File: src/rtl/j_cnte_mod.sv
// Modulo up/down counter with enable, synchronous clear/load, wrap or saturate mode,
// a registered terminal-count pulse and a combinational carry-out for cascading stages.
module j_cnte_mod #(
    parameter int WIDTH    = 3,
    parameter int MODULUS  = 8,
    parameter bit SATURATE = 1'b0
) (
    input  logic             clk,
    input  logic             reset_n,
    input  logic             clr,
    input  logic             load,
    input  logic [WIDTH-1:0] ldval,
    input  logic             cnten,
    input  logic             up,
    output logic [WIDTH-1:0] count,
    output logic             tc,
    output logic             cnto
);

    if (WIDTH < 1 || WIDTH > 16 || MODULUS < 2 || MODULUS > (1 << WIDTH)) begin : g_param_check
        $error("j_cnte_mod: illegal WIDTH=%0d / MODULUS=%0d", WIDTH, MODULUS);
    end

    localparam logic [WIDTH-1:0] MAX_VAL = WIDTH'(MODULUS - 1);

    logic [WIDTH-1:0] count_q, count_d;
    logic             tc_q, tc_d;
    logic             at_term;
    logic             step;

    // The terminal value follows the direction sampled this cycle, so a reversal
    // re-targets the wrap/saturate point on the same edge.
    assign at_term = (count_q == (up ? MAX_VAL : '0));
    assign step    = ~clr & ~load & cnten;
    assign cnto    = step & at_term;

    always_comb begin
        // NOTE: defaulting every output of a combinational block first prevents latch inference.
        count_d = count_q;
        tc_d    = step & at_term;
        if (clr) begin
            count_d = '0;
        end else if (load) begin
            count_d = (ldval > MAX_VAL) ? MAX_VAL : ldval;
        end else if (step) begin
            if (!at_term) begin
                count_d = up ? count_q + WIDTH'(1) : count_q - WIDTH'(1);
            end else if (!SATURATE) begin
                count_d = up ? '0 : MAX_VAL;
            end
        end
    end

    // NOTE: sequential state uses non-blocking assignments so all registers update together.
    always_ff @(posedge clk or negedge reset_n) begin
        if (!reset_n) begin
            count_q <= '0;
            tc_q    <= 1'b0;
        end else begin
            count_q <= count_d;
            tc_q    <= tc_d;
        end
    end

    assign count = count_q;
    assign tc    = tc_q;

endmodule

File: config.mk
export PLATFORM = sky130hd
export DESIGN_NAME = j_cnte_mod
export DESIGN_NICKNAME = d
export VERILOG_FILES = /design/src/rtl/j_cnte_mod.sv
export SDC_FILE = /design/constraint.sdc
export NUM_CORES = 1
export LEC_CHECK = 0
export CAP_MARGIN = 20
export CORE_AREA = 2 2 39 41
export CTS_CLUSTER_SIZE = 8
export DETAILED_ROUTE_END_ITERATION = 7
export DIE_AREA = 0 0 41 43
export PLACE_DENSITY = 0.47
export SETUP_SLACK_MARGIN = 0.4
export SLEW_MARGIN = 40
export SYNTH_ARGS = -nofsm -noshare
export SYNTH_HDL_FRONTEND = slang
export SYNTH_SLANG_ARGS = --single-unit
File: constraint.sdc
create_clock -name clk -period 3 [get_ports clk]
set_clock_uncertainty 0.1 [all_clocks]
set_input_delay 0.3 -clock clk [delete_from_list [all_inputs] [get_ports clk]]
set_output_delay 0.3 -clock clk [all_outputs]
set_load 0.02 [all_outputs]
**Word level (Yosys, flattened, before mapping)**

Cells that the tools add are included.

- Bits in registers: 4
- Latch bits: 0
- Bits in writable memories: 0
- ROM bits: 0
- Input bits: 9
- Output and inout port bits: 5
- Word-level logic and storage cells: 20
- Memories: 0

- Add/sub/neg operators: 2
- Multiply operators: 0
- Div/mod/pow operators: 0
- $lt $le $gt $ge: 1
- Equality and inequality tests: 1
- Shift-type cells: 0
- Muxes and demuxes: 8
- Bitwise gates (word level): 5
- Reductions and logical operators: 1

Operator list:

| operator | count |
|---|---|
| $mux W3 | 8 |
| $add A3 B1 Y3 const B | 1 |
| $and A1 B1 Y1 | 3 |
| $eq A3 B3 Y1 | 1 |
| $gt A3 B3 Y1 const B | 1 |
| $reduce_bool A3 Y1 | 1 |
| $sub A3 B1 Y3 const B | 1 |
| $not A1 Y1 | 2 |

**Depth between registers and ports, before layout**

Gate-level depths: netlist (run 1).

- Depth in word-level cells: 6
- Depth in mapped cells: 5

**Worst setup path after synthesis (run 1)**

OpenSTA, ideal clock, no wires.

- Path type: reg-to-output
- Start point: register count_q[2], in the netlist count[2]
- End point: output port cnto
- Data arrival time: 1.590 ns
- Setup slack: 1.010 ns
- Cell stages (with the launch flop): 4
- Buffers on the path: 1
- Path through: dfrtp_1 buf_6 or3_1 a2111oi_2

- Cells in the longest elaborated chain, start to end: 2

Ends and longest elaborated chain:

| element | RTL line | source |
|---|---|---|
| start, declared | 26 | `logic [WIDTH-1:0] count_q, count_d;` |
| start signal, assigned | 60 | `count_q <= count_d;` |
| $eq A3 B3 Y1 | 33 | `assign at_term = (count_q == (up ? MAX_VAL : '0));` |
| $and A1 B1 Y1 | 35 | `assign cnto = step & at_term;` |
| end, declared | 17 | `output logic cnto` |

Every way passes these cells.

**Worst setup path after layout (run 1)**

- Start point: register count_q[0], in the netlist count[0]
- End point: output port cnto

Same word-level chain as after synthesis.

==> impl_results.md, run 1 <==
- Status: complete, no violations
- Synthesized flop and latch total: 4
- Largest net degree at the start of global routing: 11
- Wirelength per Cell: approximately 11 um
- Clk network pwr share: between 30% and 40%
- Slowest CP cell: dfrtp_1
- Fillers: approximately 150
- Clock latency at the later pin of the worst-skew pair: 0.23 ns
- Leakage: around 0.21 nW
- Power density cells: just under 400 nW/um2
- Routed Antenna Nets: 0
- Fraction of layout cells with a size suffix above 1: 10.0%
- Vias in the first global route: 285
- Die width: between 40 and 50 um
- CP Max Fanout: 8
- Post-Syn Area: about 330 um2
- RSZ-0062 raised after global routing: no
- Cell variety after synth: 22
- Final core utilization: between 30% and 40%
- Req. time, crit path: 2.60 ns
- Gr usage total: about a tenth
- Combinational Power Share: a little under a third
- FP Rows: 14
- Clock Path Buffers: 2
- Initial core utilization: between 20% and 30%
- Clock root buffer: clkbuf_4
- Placed instance count: 63
- CTS tree: yes
- Internal power: 0.000135 W
- Sequential cell fraction of total power: between 30% and 40%
- Post-route DRC: 0
- Nature of the critical path endpoint: output port
- Ordered cell list for the critical path: or3_1, a2111oi_2, dlygate4sd2_1
- Worst EP arrival: 1.88 ns
- Crit-path max cell delay: ~0.46 ns
- Async SR Flop Fraction: 100%
- GRT overflow: 0
- Final period util: about three quarters
- Post-synthesis sequential area ratio: between 30 and 40%
- Post-Synthesis Cells: 35
- Tmin final: 2.28 ns
- Top cells by area in the synthesized netlist: dfrtp_1 31%, fa_1 6.1%, o21ai_0 6.1%
- Final setup violation count: 0
- Via count: approximately 310
- Switching Fraction: between 20% and 30%
- Initial antenna violation count: 0
- Via density: roughly 4.7
- Area of the multi-input gates: 200 um2
- FMAX: about 0.44 GHz
- Die height: roughly 43 um
- Mean Syn Cell Area: 9.33 um2
- Top_reg_cell synth: dfrtp_1
- Router iterations before antenna repair: 1
- Placer Congestion: around 0.79
- Area delta synth->final: 49.8%
- DRT Wirelength: 753 um
- Worst-path clk slew: ~0.04 ns
- Post-synth EDFFs: 0
- Net Count, Synth: between 40 and 50
- PortBufs: 13
- Critical Path Source Type: register
- Peak supply drop: around 0.11 mV
- Worst Max-Slew Pin Slew: roughly 0.37 ns
- Core box area: approximately 1400 um2
- Crit Path Class: reg -> out
- TritonCTS Buffers: 3
- CTS Sinks: 4
- MaxCap Viol Count: 0
- Power consumption: 0.000191 W
- Initial DRC Count: 0
- Yosys warnings: 0
- Synth top cells by count: 4 x dfrtp_1, 4 x inv_1, 4 x o21ai_0
- # diodes: 0
- Synth top area share: between 30 and 40%
- FF+latch area: ~100 um2
- Hold Path Class: in -> async
- Io pins: 14
- Post-CTS Setup Bufs: 0
- Worst slew margin: between 70% and 80%
- Final HPWL DP: around 620 um
- Pins Over Slew Limit: 0
- Hold Fails Final Rpt: 0
- Total negative slack: 0 ns
- NumNets Final: 63
- Die ar.: 1760 um2
- Hold Buf Count CTS: 0
- CTS H-tree lvls: 1
- Non-filler instance count after layout: between 60 and 70
- First-pass GRT wire length: roughly 1200 um
- P_sw: approximately 0.000056 W
- Leading area contributor after synthesis: dfrtp_1
## power groups by stage
stage | sequential, W | clock (W) | combinational [W]
6_report | 0.0000655 | 0.0000648 | 0.0000606
3_3_place_gp | 0.0000660 | 0 | 0.0000595
2_1_floorplan | 0.0000673 | 0 | 0.0000321
5_1_grt | 0.0000664 | 0.0000716 | 0.0000670
3_5_place_dp | 0.0000662 | 0 | 0.0000609
4_1_cts | 0.0000655 | 0.0000696 | 0.0000610
## critical path, delay by kind of cell (launching register included)
| kind | cells | cell delay (ns) |
|---|---|---|
| AOI/OAI and AO/OA | 1 | 0.40 |
| and+or+nand+nor | 1 | 0.42 |
| DFF | 1 | 0.46 |
| buffers and inverters | 1 | 0.38 |
## sequential cells by signal, indices dropped and copies added (netlist names)
name / count
tc: 1
count: 3
## area by class of cell
cell class / instances / area share, %
clock buffers: 3 / 4.60
inverters: 4 / 3.07
multi-input cells: 26 / 40.9
repair buffers: 13 / 26.9
well taps: 16 / 4.09
flip-flops and latches: 4 / 20.5
## placed cells by master (no fill, tap or decap), types with 2 or more instances in the layout
cell type        instances
nor2_1                   2
clkbuf_4                 3
dfrtp_1                  4
o21ai_0                  4
clkdlybuf4s50_1         11
xor2_1                   2
nor3_1                   2
inv_1                    4
nand2b_1                 2
## metrics by stage
step           worst slack, ns  hold WS, ns  cell area [um2]
6_report                 0.716        0.172              489
3_5_place_dp             0.174        0.421              465
2_1_floorplan             1.01      -0.0956              327
4_1_cts                  0.474        0.170              487
3_3_place_gp             0.241        0.413              465
5_1_grt                  0.593        0.184              489
## repair_timing
item	CTS	global route
setup endpoints to repair	1	1
endpoints found under the hold margin	0	0
gates resized for setup	1	1
## routing by layer
metal / up-vias / track usage [%] / part of all wire [%]
li1: 157 / - / -
met1: 141 / 13.2 / 42
met2: 10 / 14.4 / 51
met3: 0 / 2.09 / 6.9
met4: 0 / 8.00 / 0
met5: - / 0 / 0
## logic make-up (layout without fill, tap and decap cells)
group                      after synthesis  count (layout)  share of synthesized area, %
muxes                                    1               1                          3.07
and+or+nand+nor                         12              12                          23.8
buffers and inverters                    5              20                          8.04
xor gates and xnor gates                 2               2                          5.36
adders and majority gates                2               2                          9.96
DFF                                      4               4                          30.7
AOI/OAI and AO/OA                        9               9                          19.2
## path summary, 6_finish.rpt
path	depth (start not counted)	from	endpoint	slack, ns
setup / recovery	3	count[0]$_DFFE_PN0P_	cnto	0.72
hold reg to reg	2	count[1]$_DFFE_PN0P_	count[1]$_DFFE_PN0P_	0.59
min in group clk	3	up	tc$_DFF_PN0_	0.45
max in group asynchronous	1	reset_n	count[0]$_DFFE_PN0P_	2.46
hold / removal	1	reset_n	count[2]$_DFFE_PN0P_	0.17
setup reg to reg	5	count[0]$_DFFE_PN0P_	count[2]$_DFFE_PN0P_	1.25
(Power assumes the default switching activity.)
==> inputs of run 2 (changes only) <==
Settings changed: PLACE_DENSITY 0.47 to 0.49.
Clock period 3 ns to 2.1 ns, I/O delays scaled along.
==> impl_results.md, run 2 (synthesis gave the netlist of run 1 again) <==
- Status: complete, no violations (unchanged)
- Post-route DRC: 0 (unchanged)
- Worst path top cell family by delay: simple AND/OR/NAND/NOR gates (was flip-flops)
- Vias in the first global route: 325 (was 285)
- Clock root buffer: clkbuf_4 (unchanged)
- CP Max Fanout: 2 (was 8)
- Tmin final: 1.83 ns
- Via count: 352 (was 308)
- CTS Sinks: 4 (unchanged)
- Ordered cell list for the critical path: or3_4, a2111oi_4, buf_4 (was or3_1, a2111oi_2, dlygate4sd2_1)
- RSZ-0062 raised after global routing: yes (was no)
- Final HPWL DP: 669 um (was 621 um)
- Pins Over Slew Limit: 0 (unchanged)
- Most frequent cells in the layout: 10 x clkdlybuf4s50_1, 8 x buf_4, 4 x inv_1, 3 x clkbuf_4, 3 x dfrtp_1 (was 11 x clkdlybuf4s50_1, 4 x inv_1, 4 x o21ai_0, 4 x dfrtp_1, 3 x clkbuf_4)
- Clock Path Buffers: 2 (unchanged)
- Final core utilization: 43.6% (was 35.4%)
- Worst Max-Slew Pin Slew: 0.293 ns (was 0.366 ns)
- Worst Path Buf+Inv: 1 (unchanged)
- Hold Path Class: in -> async (unchanged)
- Initial core utilization: 23.6% (unchanged)
- Worst-path clk slew: 0.04 ns (about the same)
- CTS H-tree lvls: 1 (unchanged)
- NumNets Final: 72 (was 63)
- Die width: 41 um (unchanged)
- Internal reg-to-reg setup slack: 0.44 ns (was 1.25 ns)
- Die height: 43 um (unchanged)
- Critical Path Source Type: register (unchanged)
- Die ar.: 1760 um2 (unchanged)
- DRT Wirelength: 870 um (was 753 um)
- Worst EP arrival: 1.52 ns (was 1.88 ns)
- Wirelength per Cell: 11.4 um (about the same)
- Clock latency at the later pin of the worst-skew pair: 0.23 ns (about the same)
- Crit Path Class: reg -> out (unchanged)
- Largest register FFs: 3 (unchanged)
- Peak supply drop: 0.172 mV (was 0.114 mV)
- Total negative slack: 0 ns (unchanged)
- PortBufs: 13 (unchanged)
- Core box area: 1380 um2 (unchanged)
- Commonest non-fill, non-tap cell in the layout: clkdlybuf4s50_1 (unchanged)
- R2r worst-path depth: 6 (was 5)
- Final period util: 87.3%
- Hold Fails Final Rpt: 0 (unchanged)
- Area delta synth->final: 84.7% (was 49.8%)
- Largest net degree at the start of global routing: 10 (was 11)
- TritonCTS Buffers: 3 (unchanged)
- Slowest CP cell: or3_4 (was dfrtp_1)
- Io pins: 14 (unchanged)
- Routed Antenna Nets: 0 (unchanged)
- Non-filler instance count after layout: 76 (was 66)
- Router iterations before antenna repair: 1 (unchanged)
- Crit-path max cell delay: 0.40 ns (was 0.46 ns)
- Nature of the critical path endpoint: output port (unchanged)
- Placed instance count: 71 (was 63)
- FP Rows: 14 (unchanged)
- # diodes: 0 (unchanged)
- Placer Congestion: 0.697 (was 0.793)
- Final setup violation count: 0 (unchanged)
- CTS tree: yes (unchanged)
- Hold Slack: 0.0739 ns (was 0.172 ns)
- Worst slew margin: 80.4% (was 75.3%)
- Power consumption: 0.000316 W (was 0.000191 W)
- Worst reg2reg path endpoint: count[1]$_DFFE_PN0P_ (was count[2]$_DFFE_PN0P_)
- Fraction of layout cells with a size suffix above 1: 35.0% (was 10.0%)
- GRT overflow: 0 (unchanged)
- Power density cells: 523 nW/um2 (was 390 nW/um2)
- First-pass GRT wire length: 1310 um (was 1200 um)
- FMAX: ~0.55 GHz
- Initial antenna violation count: 0 (unchanged)
- Via density: 4.63 (was 4.67)
- MaxCap Viol Count: 0 (unchanged)
- Gr usage total: 11.5% (was 10.4%)
- Worst r2r src: count[0]$_DFFE_PN0P_ (unchanged)
- Initial DRC Count: 0 (unchanged)
- Req. time, crit path: 1.79 ns (was 2.60 ns)
- Leakage: 0.268 nW (was 0.215 nW)
[run 2: metrics by stage]
| stage | setup WS [ns] | cell area (um2) |
|---|---|---|
| 3_5_place_dp | -0.324 | 539 |
| 4_1_cts | 0.211 | 577 |
| 6_report | 0.267 | 603 |
| 5_1_grt | 0.216 | 603 |
| 3_3_place_gp | -0.314 | 539 |
| 2_1_floorplan | 0.383 | 340 |
[run 2: area by class of cell]
cell class                 count  area, um2
sequential                     4        101
timing repair buffer          22        204
inverter                       4       15.0
fill                         149        781
clock buffer                   4       26.3
multi-input combinational     26        236
tap                           16       20.0
[run 2: worst max path at each step]
| stage | startpoint | to | slack (ns) | cells past startpoint |
|---|---|---|---|---|
| 2_1_floorplan | count[2]$_DFFE_PN0P_ | cnto | 0.38 | 3 |
| 3_3_place_gp | up | cnto | -0.31 | 6 |
| 3_5_place_dp | up | cnto | -0.32 | 6 |
| 4_1_cts | count[2]$_DFFE_PN0P_ | cnto | 0.21 | 3 |
| 5_1_grt | count[2]$_DFFE_PN0P_ | cnto | 0.22 | 3 |
| 6_report | count[2]$_DFFE_PN0P_ | cnto | 0.27 | 3 |
[run 2: metal layers]
metal | track usage [%] | routed length (um) | share of wire [%]
met3 | 3.14 | 56 | 6.4
met2 | 17.8 | 421 | 48
met1 | 13.7 | 392 | 45
met4 | 6.00 | 0 | 0
met5 | 0 | 0 | 0
[run 2: where the power goes]
part | total [W] | internal (W) | leakage, nW | switching, W
Combinational | 0.000126 | 0.0000667 | 0.202 | 0.0000589
Clock | 0.000103 | 0.0000713 | 0.0150 | 0.0000317
Sequential | 0.0000871 | 0.0000832 | 0.0511 | 0.00000392
[run 2: what timing repair did]
| action | in CTS | in global routing |
|---|---|---|
| cloned | 0 | 0 |
| setup endpoints to repair | 3 | 4 |
| setup buffers | 1 | 0 |
| hold buffers | 0 | 0 |
| gates resized for setup | 8 | 8 |
| pin swaps | 2 | 4 |
==> inputs of run 3 (changes only) <==
Settings changed: CELL_PAD_IN_SITES_DETAIL_PLACEMENT set to 2, CELL_PAD_IN_SITES_GLOBAL_PLACEMENT set to 2, CORE_AREA 2 2 39 41 to unset, CORE_UTILIZATION set to 19, DIE_AREA 0 0 41 43 to unset, PLACE_DENSITY 0.49 to 0.64.
==> impl_results.md, run 3 (synthesis gave the netlist of run 1 again) <==
- Status: finished with violations (was complete, no violations)
- Failing checks: DRC
- Wirelength per Cell: 18.7 um (was 11.4 um)
- Router iterations before antenna repair: 6 (was 1)
- Die width: 43.5 um (was 41 um)
- Hold Path Class: in -> async (unchanged)
- DR WL met3: 46 um (was 56 um)
- CTS tree: yes (unchanged)
- Hold Fails Final Rpt: 0 (unchanged)
- Crit Path Class: reg -> out (unchanged)
- CTS H-tree lvls: 1 (unchanged)
- # diodes: 0 (unchanged)
- CTS Sinks: 4 (unchanged)
- Worst setup margin: 0.238 ns (was 0.267 ns)
- Final period util: 88.7% (was 87.3%)
- Final HPWL DP: 1000 um (was 669 um)
- Worst slew margin: 76.6% (was 80.4%)
- Most frequent cells in the layout: 11 x buf_4, 10 x clkdlybuf4s50_1, 3 x o21ai_1, 3 x clkbuf_4, 3 x dfrtp_1 (was 10 x clkdlybuf4s50_1, 8 x buf_4, 4 x inv_1, 3 x clkbuf_4, 3 x dfrtp_1)
- Largest register FFs: 3 (unchanged)
- Final setup violation count: 0 (unchanged)
- FMAX: 0.537 GHz (was 0.545 GHz)
- FP Rows: 14 (unchanged)
- RSZ-0062 raised after global routing: yes (unchanged)
- Worst Max-Slew Pin Slew: 0.348 ns (was 0.293 ns)
- Via density: 4.86 (was 4.63)
- Nature of the critical path endpoint: output port (unchanged)
- Initial core utilization: 20.9% (was 23.6%)
- Post-route DRC: 7 (was 0)
- Clock root buffer: clkbuf_4 (unchanged)
- Clock Path Buffers: 2 (unchanged)
- Critical Path Source Type: register (unchanged)
- Via count: 384 (was 352)
- Top sig layer: met3 (unchanged)
- Worst EP arrival: 1.55 ns (was 1.52 ns)
- Area delta synth->final: 100% (was 84.7%)
- Worst-path clk slew: 0.05 ns (was 0.04 ns)
- Wire length on met1: 525 um (was 392 um)
- Leakage: 0.294 nW (was 0.268 nW)
- Placed instance count: 72 (was 71)
- Vias in the first global route: 484 (was 325)
- Routed Antenna Nets: 0 (unchanged)
- Tmin final: 1.86 ns (was 1.83 ns)
- Non-filler instance count after layout: 79 (was 76)
- Gr usage total: 18.2% (was 11.5%)
- Placer Congestion: 0.820 (was 0.697)
- Power density cells: 538 nW/um2 (was 523 nW/um2)
- GRT overflow: 0 (unchanged)
- TritonCTS Buffers: 3 (unchanged)
- DRT Wirelength: 1480 um (was 870 um)
- Initial antenna violation count: 0 (unchanged)
- PortBufs: 13 (unchanged)
- WL met2: 909 um (was 421 um)
- Commonest non-fill, non-tap cell in the layout: buf_4 (was clkdlybuf4s50_1)
- Initial DRC Count: 11 (was 0)
- NumNets Final: 75 (was 72)
- Pins Over Slew Limit: 0 (unchanged)
- Peak supply drop: 0.135 mV (was 0.172 mV)
- Fraction of layout cells with a size suffix above 1: 46.0% (was 35.0%)
- Die height: 43.5 um (was 43 um)
- Io pins: 14 (unchanged)
- Largest net degree at the start of global routing: 9 (was 10)
- Hold Buf Count CTS: 0 (unchanged)
- Clock latency at the later pin of the worst-skew pair: 0.24 ns (was 0.23 ns)
- DP Worst Slack: -0.378 ns (was -0.324 ns)
- Die ar.: 1890 um2 (was 1760 um2)
- First-pass GRT wire length: 2410 um (was 1310 um)
- Core box area: 1560 um2 (was 1380 um2)
- CP Max Fanout: 2 (unchanged)
- Final core utilization: 42.0% (was 43.6%)
- Req. time, crit path: 1.79 ns (about the same)
- MaxCap Viol Count: 0 (unchanged)
## run 3: worst paths after layout
check / to / from / slack, ns / depth (start not counted)
setup / recovery: cnto / count[2]$_DFFE_PN0P_ / 0.24 / 3
hold / removal: count[2]$_DFFE_PN0P_ / reset_n / 0.07 / 1
setup reg to reg: count[2]$_DFFE_PN0P_ / count[0]$_DFFE_PN0P_ / 0.47 / 6
hold reg to reg: count[1]$_DFFE_PN0P_ / count[1]$_DFFE_PN0P_ / 0.69 / 3
max in group asynchronous: count[0]$_DFFE_PN0P_ / reset_n / 1.64 / 1
min in group clk: count[1]$_DFFE_PN0P_ / ldval[1] / 0.53 / 3
## run 3: critical path, stage by stage (launching register included)
cell and delay (ns):
dfrtp_1 0.38, or3_4 0.41, a2111oi_4 0.32, buf_4 0.20
## run 3: power by group
group          internal [W]  switching (W)  leakage [nW]
Sequential        0.0000831     0.00000412        0.0511
Combinational     0.0000794      0.0000759         0.228
Clock             0.0000717      0.0000379        0.0150
## run 3: cell type report
cell class | instances | area (um2)
Clock buffer | 4 | 26.3
Fill cell | 165 | 905
Inverter | 4 | 15.0
Multi-Input combinational cell | 26 | 265
Sequential cell | 4 | 101
Tap cell | 16 | 20.0
Timing Repair Buffer | 25 | 226
## run 3: metrics by stage
| stage | cell area, um2 | TNS [ns] | power, W | hold WS (ns) |
|---|---|---|---|---|
| after detailed placement | 547 | -0.434 | 0.000210 | 0.328 |
| after global placement | 547 | -0.326 | 0.000201 | 0.314 |
| final | 654 | 0 | 0.000352 | 0.0729 |
| after global routing | 654 | 0 | 0.000367 | 0.0868 |
| after floorplan | 340 | 0 | 0.000145 | -0.186 |
| after CTS | 624 | 0 | 0.000339 | 0.0764 |
## run 3: layer usage
metal | vias to the layer above | global-route usage [%]
li1 | 182 | -
met1 | 191 | 18.4
met2 | 11 | 38.8
met3 | 0 | 1.67
met4 | 0 | 3.75
met5 | - | 0
## run 3: what timing repair did
item,4_1_cts,5_1_grt
endpoints found under the setup margin,3,4
pin swaps,6,4
resized for setup,16,7
hold endpoints to repair,0,0
buffers inserted,3,0
